--- src/rtl/exe_alu_pipe.sv ---
// exe_alu_pipe: registered execute-stage ALU with valid/ready handshakes on
// both sides and ARM-style {N,Z,C,V} status generation.
// Optional feature macro: ALU_MUL_EN adds an iterative shift-add multiplier
// (opcode 1010) that takes WIDTH cycles per operation.
module exe_alu_pipe #(
  parameter int WIDTH = 32,
  parameter int CMD_W = 4
) (
  input  logic             clk,
  input  logic             rst,
  input  logic             in_valid,
  output logic             in_ready,
  input  logic [WIDTH-1:0] Val1,
  input  logic [WIDTH-1:0] Val2,
  input  logic [CMD_W-1:0] EXE_CMD,
  input  logic [3:0]       SR,
  output logic             out_valid,
  input  logic             out_ready,
  output logic [WIDTH-1:0] Result,
  output logic [3:0]       Status,
  output logic             busy
);

  localparam logic [CMD_W-1:0] CMD_MOV = CMD_W'(4'b0001);
  localparam logic [CMD_W-1:0] CMD_MVN = CMD_W'(4'b1001);
  localparam logic [CMD_W-1:0] CMD_ADD = CMD_W'(4'b0010);
  localparam logic [CMD_W-1:0] CMD_ADC = CMD_W'(4'b0011);
  localparam logic [CMD_W-1:0] CMD_SUB = CMD_W'(4'b0100);
  localparam logic [CMD_W-1:0] CMD_SBC = CMD_W'(4'b0101);
  localparam logic [CMD_W-1:0] CMD_AND = CMD_W'(4'b0110);
  localparam logic [CMD_W-1:0] CMD_ORR = CMD_W'(4'b0111);
  localparam logic [CMD_W-1:0] CMD_EOR = CMD_W'(4'b1000);
`ifdef ALU_MUL_EN
  localparam logic [CMD_W-1:0] CMD_MUL = CMD_W'(4'b1010);
  localparam int               CNT_W   = $clog2(WIDTH + 1);
`endif

  typedef enum logic [1:0] {
    S_IDLE,
    S_MUL,
    S_HOLD
  } state_t;

  state_t state;

  logic             accept;
  logic [WIDTH:0]   sum;
  logic             cin;
  logic [WIDTH-1:0] alu_res;
  logic             alu_c;
  logic             alu_v;
  logic [3:0]       alu_status;

  // N and Z of the incoming status are never consumed; results recompute them.
  logic unused_sr_nz;
  assign unused_sr_nz = ^SR[3:2];

`ifdef ALU_MUL_EN
  logic [WIDTH-1:0] mcand;
  logic [WIDTH-1:0] mplier;
  logic [WIDTH-1:0] acc;
  logic [WIDTH-1:0] acc_next;
  logic [CNT_W-1:0] cnt;
  logic [1:0]       mul_cv;
  logic             busy_q;

  assign busy     = busy_q;
  assign acc_next = acc + (mplier[0] ? mcand : '0);
`else
  assign busy = 1'b0;
`endif

  // Ready whenever idle, or when the held result is being consumed this cycle.
  always_comb begin
    in_ready = 1'b0;
    if (!rst) begin
      in_ready = (state == S_IDLE) || ((state == S_HOLD) && out_ready);
    end
  end

  assign accept = in_valid && in_ready;

  // Single-cycle datapath: result plus carry/overflow from a WIDTH+1-bit sum.
  always_comb begin
    sum     = '0;
    cin     = 1'b0;
    alu_res = '0;
    alu_c   = SR[1];
    alu_v   = SR[0];
    case (EXE_CMD)
      CMD_MOV: alu_res = Val2;
      CMD_MVN: alu_res = ~Val2;
      CMD_ADD, CMD_ADC: begin
        cin     = (EXE_CMD == CMD_ADC) ? SR[1] : 1'b0;
        sum     = {1'b0, Val1} + {1'b0, Val2} + {{WIDTH{1'b0}}, cin};
        alu_res = sum[WIDTH-1:0];
        alu_c   = sum[WIDTH];
        alu_v   = (Val1[WIDTH-1] == Val2[WIDTH-1]) &&
                  (alu_res[WIDTH-1] != Val1[WIDTH-1]);
      end
      CMD_SUB, CMD_SBC: begin
        // Subtract as Val1 + ~Val2 + cin so the carry out is the ARM no-borrow flag.
        cin     = (EXE_CMD == CMD_SUB) ? 1'b1 : SR[1];
        sum     = {1'b0, Val1} + {1'b0, ~Val2} + {{WIDTH{1'b0}}, cin};
        alu_res = sum[WIDTH-1:0];
        alu_c   = sum[WIDTH];
        alu_v   = (Val1[WIDTH-1] != Val2[WIDTH-1]) &&
                  (alu_res[WIDTH-1] != Val1[WIDTH-1]);
      end
      CMD_AND: alu_res = Val1 & Val2;
      CMD_ORR: alu_res = Val1 | Val2;
      CMD_EOR: alu_res = Val1 ^ Val2;
      default: alu_res = '0;
    endcase
    alu_status = {alu_res[WIDTH-1], (alu_res == '0), alu_c, alu_v};
  end

  // Control FSM with registered Result/Status/out_valid and the multiplier iteration.
  always_ff @(posedge clk) begin
    if (rst) begin
      state     <= S_IDLE;
      out_valid <= 1'b0;
      Result    <= '0;
      Status    <= '0;
`ifdef ALU_MUL_EN
      busy_q    <= 1'b0;
      mcand     <= '0;
      mplier    <= '0;
      acc       <= '0;
      cnt       <= '0;
      mul_cv    <= '0;
`endif
    end else begin
      case (state)
        S_IDLE, S_HOLD: begin
          if (accept) begin
`ifdef ALU_MUL_EN
            if (EXE_CMD == CMD_MUL) begin
              mcand     <= Val1;
              mplier    <= Val2;
              acc       <= '0;
              cnt       <= CNT_W'(WIDTH);
              mul_cv    <= SR[1:0];
              busy_q    <= 1'b1;
              out_valid <= 1'b0;
              state     <= S_MUL;
            end else
`endif
            begin
              Result    <= alu_res;
              Status    <= alu_status;
              out_valid <= 1'b1;
              state     <= S_HOLD;
            end
          end else if ((state == S_HOLD) && out_ready) begin
            out_valid <= 1'b0;
            state     <= S_IDLE;
          end
        end
`ifdef ALU_MUL_EN
        S_MUL: begin
          acc    <= acc_next;
          mcand  <= mcand << 1;
          mplier <= mplier >> 1;
          cnt    <= cnt - CNT_W'(1);
          if (cnt == CNT_W'(1)) begin
            Result    <= acc_next;
            Status    <= {acc_next[WIDTH-1], (acc_next == '0), mul_cv};
            out_valid <= 1'b1;
            busy_q    <= 1'b0;
            state     <= S_HOLD;
          end
        end
`endif
        default: begin
          out_valid <= 1'b0;
          state     <= S_IDLE;
        end
      endcase
    end
  end

endmodule

--- config.mk ---
export PLATFORM = sky130hd
export DESIGN_NAME = exe_alu_pipe
export DESIGN_NICKNAME = d
export VERILOG_FILES = /design/src/rtl/exe_alu_pipe.sv
export SDC_FILE = /design/constraint.sdc
export NUM_CORES = 1
export LEC_CHECK = 0
export CAP_MARGIN = 0
export CORE_MARGIN = 1.5
export CORE_UTILIZATION = 57
export DETAILED_ROUTE_END_ITERATION = 10
export HOLD_SLACK_MARGIN = 0.06
export PLACE_DENSITY = 0.9
export SLEW_MARGIN = 0
export SYNTH_ARGS = -nofsm -noshare
export SYNTH_HDL_FRONTEND = slang
export SYNTH_SLANG_ARGS = --single-unit
--- constraint.sdc ---
create_clock -name clk -period 6.5 [get_ports clk]
set_input_delay 0.65 -clock clk [delete_from_list [all_inputs] [get_ports clk]]
set_output_delay 0.65 -clock clk [all_outputs]
set_load 0.01 [all_outputs]
==> summary.txt, run 1 <==
commonest non-fill, non-tap cells in the layout: clkdlybuf4s50_1, a21oi_1, inv_1
die width: 116.7 um
TritonCTS Sinks: 36
total track usage: 38.78%
Total Die Area: 0.01361 mm^2
CTS resizes: 0
VDD IR-drop max: 0.0001202 V
FMAX: 179.3 MHz
Top Family by Delay on Critical Path: compound AO/OA/AOI/OAI gates
core area: 0.01262 mm^2
PwrDens: 142.8 mW/mm^2
area occupied by multi-input gates: 0.005954 mm^2
dpl cells: 1,296
CP Buf/Inv Count: 2
post-route ant nets: 0
critical path endpoint category: flip-flop
DR vias/cell: 6.688
maximum clock path buffer count: 2
Netlist cell types: 89
Yosys reg bits: 36
Yosys warning count: 0
clk_lat worst skew: 280 ps
number of flops mapped to enable cells by yosys: 0
detailed placement HPWL: 19,330 um
final setup margin: 922.2 ps
DRC: 0
DR WL/cell: 20.29 um
WP data arrival: 5770 ps
run status: finished, final reports clean
fill cell count: 1,124
Total Power: 1.232 mW
Lkg Pwr: 3.676 nW
Syn Area/Cell: 6.850 um^2
Required @ worst endpoint: 6690 ps
Hold Crit Class: flip-flop to flip-flop
CTS tree: yes
CP max FO: 10
dominant synthesized flop cell: dfxtp_1
setup total negative slack: 0 ps
post-synthesis sequential area ratio: 9.788%
ys async rst share: 0%
CP Launch Type: primary input
initial antenna violation count: 0
worst slew pin tran: 1025 ps
Post-Route WL: 26,460 um
diode count: 0
RSZ-0062 raised after global routing: no
row count: 41
Starting Density: 58.35%
synthesized area: 0.007363 mm^2
Reg area: 720.7 um^2
final net count: 1,306
H-tree Lvls: 2
IO Count: 115
GRT overflow: 0
# setup viols final: 0
Routability Congestion: 1.014
Post-Syn Instances: 1,075
Mapped Nets: 1,250
final hold vios: 0
Clock Skew: 5.752 ps
most common cell after layout, fill and taps aside: clkdlybuf4s50_1
die height: 116.7 um
share of layout cells above drive strength 1: 5.654%
pin count of the biggest net entering global routing: 68
Root Buffer: clkbuf_16
critical path, cell by cell: clkdlybuf4s50_1 > nor2_1 > and2_1 > a21o_1 > fa_1 > inv_1 > fa_1 > o21bai_2 > o2111ai_2 > a2111oi_4 > nand3_1 > a31oi_1 > a31oi_1 > a221oi_1 > mux2i_1 > o21ai_0 > or2_2 > o31ai_2
final worst path period share: 85.81%
total of max-cap violations: 0
Max-Slew Margin vs Limit: 31.67%
Syn-to-layout area delta: 17.18%
Post-CTS Setup Inserts: 0
Non-Filler Instances: 1,304
CTS clk-pin slew, worst paths: 60 ps
pre-CTS WS: 830.3 ps
Hold Slack: 456.5 ps
global-route wire length before repair: 41,550 um
CP peak stage delay: 580 ps
Detailed Routing Iterations Pass 1: 8
Slew Limit Fails: 0
critical path class: primary input to flip-flop
Num CTS Buffers: 5
quantity of hold-fixing buffers added after cts: 0
CP max-delay cell: a2111oi_4
via count: 8,721
Iter 0 DRT Violations: 1,032
# port buffers: 111
final worst path period need: 5578 ps
vias in the first global route: 8,316
## worst min-delay path: cells and delay by family (launching register included)
| family | cells | cell delay (ps) |
|---|---|---|
| and+or+nand+nor | 2 | 110 |
| DFF | 1 | 310 |
## path summary, 6_finish.rpt
kind | from | to | slack, ps | depth (start not counted)
worst min register to register | Result[10] | Result[10] | 460 | 2
worst min-delay path | Result[10] | Result[10] | 460 | 2
worst max register to register | out_valid | Status[2] | 2630 | 11
worst max-delay path | EXE_CMD[1] | Status[2] | 920 | 18
## routing by layer
layer	part of all wire, %	track usage, %	vias up
met5	0	0	-
met4	7.0	24.58	0
met3	8.2	5.968	139
met2	48	67.80	520
met1	37	44.23	4007
li1	-	-	4055
## kinds of logic (layout without fill, tap and decap cells)
family / Yosys count / count (layout) / share of synthesized area (%)
buf+inv: 173 / 230 / 9.414
xor+xnor: 19 / 19 / 2.260
compound gates: 396 / 396 / 37.16
flops: 36 / 36 / 9.788
simple gates: 340 / 340 / 22.58
mux: 11 / 11 / 1.512
other cells: 1 / 1 / 0.05093
fa+ha+maj: 99 / 99 / 17.23
## flip-flops by register name, indices dropped and copies added (netlist names)
name       count
Status         3
Result        32
out_valid      1
## final cells by class
type | count | area share, %
inverters | 97 | 4.220
flip-flops and latches | 36 | 8.353
clock buffers | 5 | 1.450
multi-input cells | 866 | 69.01
well taps | 172 | 2.494
repair buffers | 125 | 13.98
clock inverters | 3 | 0.4930
## Yosys cell counts (all sizes together) (13+ instances only)
cell	count	area share, %
inv	97	4.9
a21oi	103	7.0
ha	95	16
xnor2	15	1.8
dfxtp	36	9.8
o21ai	66	4.5
nand2	91	4.6
a211oi	24	2.4
nor3	34	2.3
nand3	34	2.3
clkbuf	47	2.4
o211ai	28	2.9
nand3b	15	1.5
o31ai	23	2.6
nor2	79	4.0
nand4	13	1.1
or2	13	1.1
a21o	19	2.0
a31oi	17	1.6
buf	29	2.1
## where the power goes
group          switching, mW  internal [mW]  total [mW]  leakage, nW
clock                 0.0979          0.180       0.278       0.0798
sequential            0.0127          0.242       0.255        0.296
combinational          0.421          0.278       0.699         3.30
## stage by stage
step	utilization [%]	cell area [um^2]
detailed placement	67.04	8461
floorplan	-	7363
global placement	67.04	8461
global route	68.37	8628
CTS	68.37	8628
finish	68.37	8628
Power figures use the tool's default switching activity.
==> inputs of run 2 (changes only) <==
Settings changed: CTS_CLUSTER_DIAMETER set to 200, SKIP_LAST_GASP set to 1.
==> results of run 2 <==
The final DEF is identical to that of run 1; final timing and power are the same.
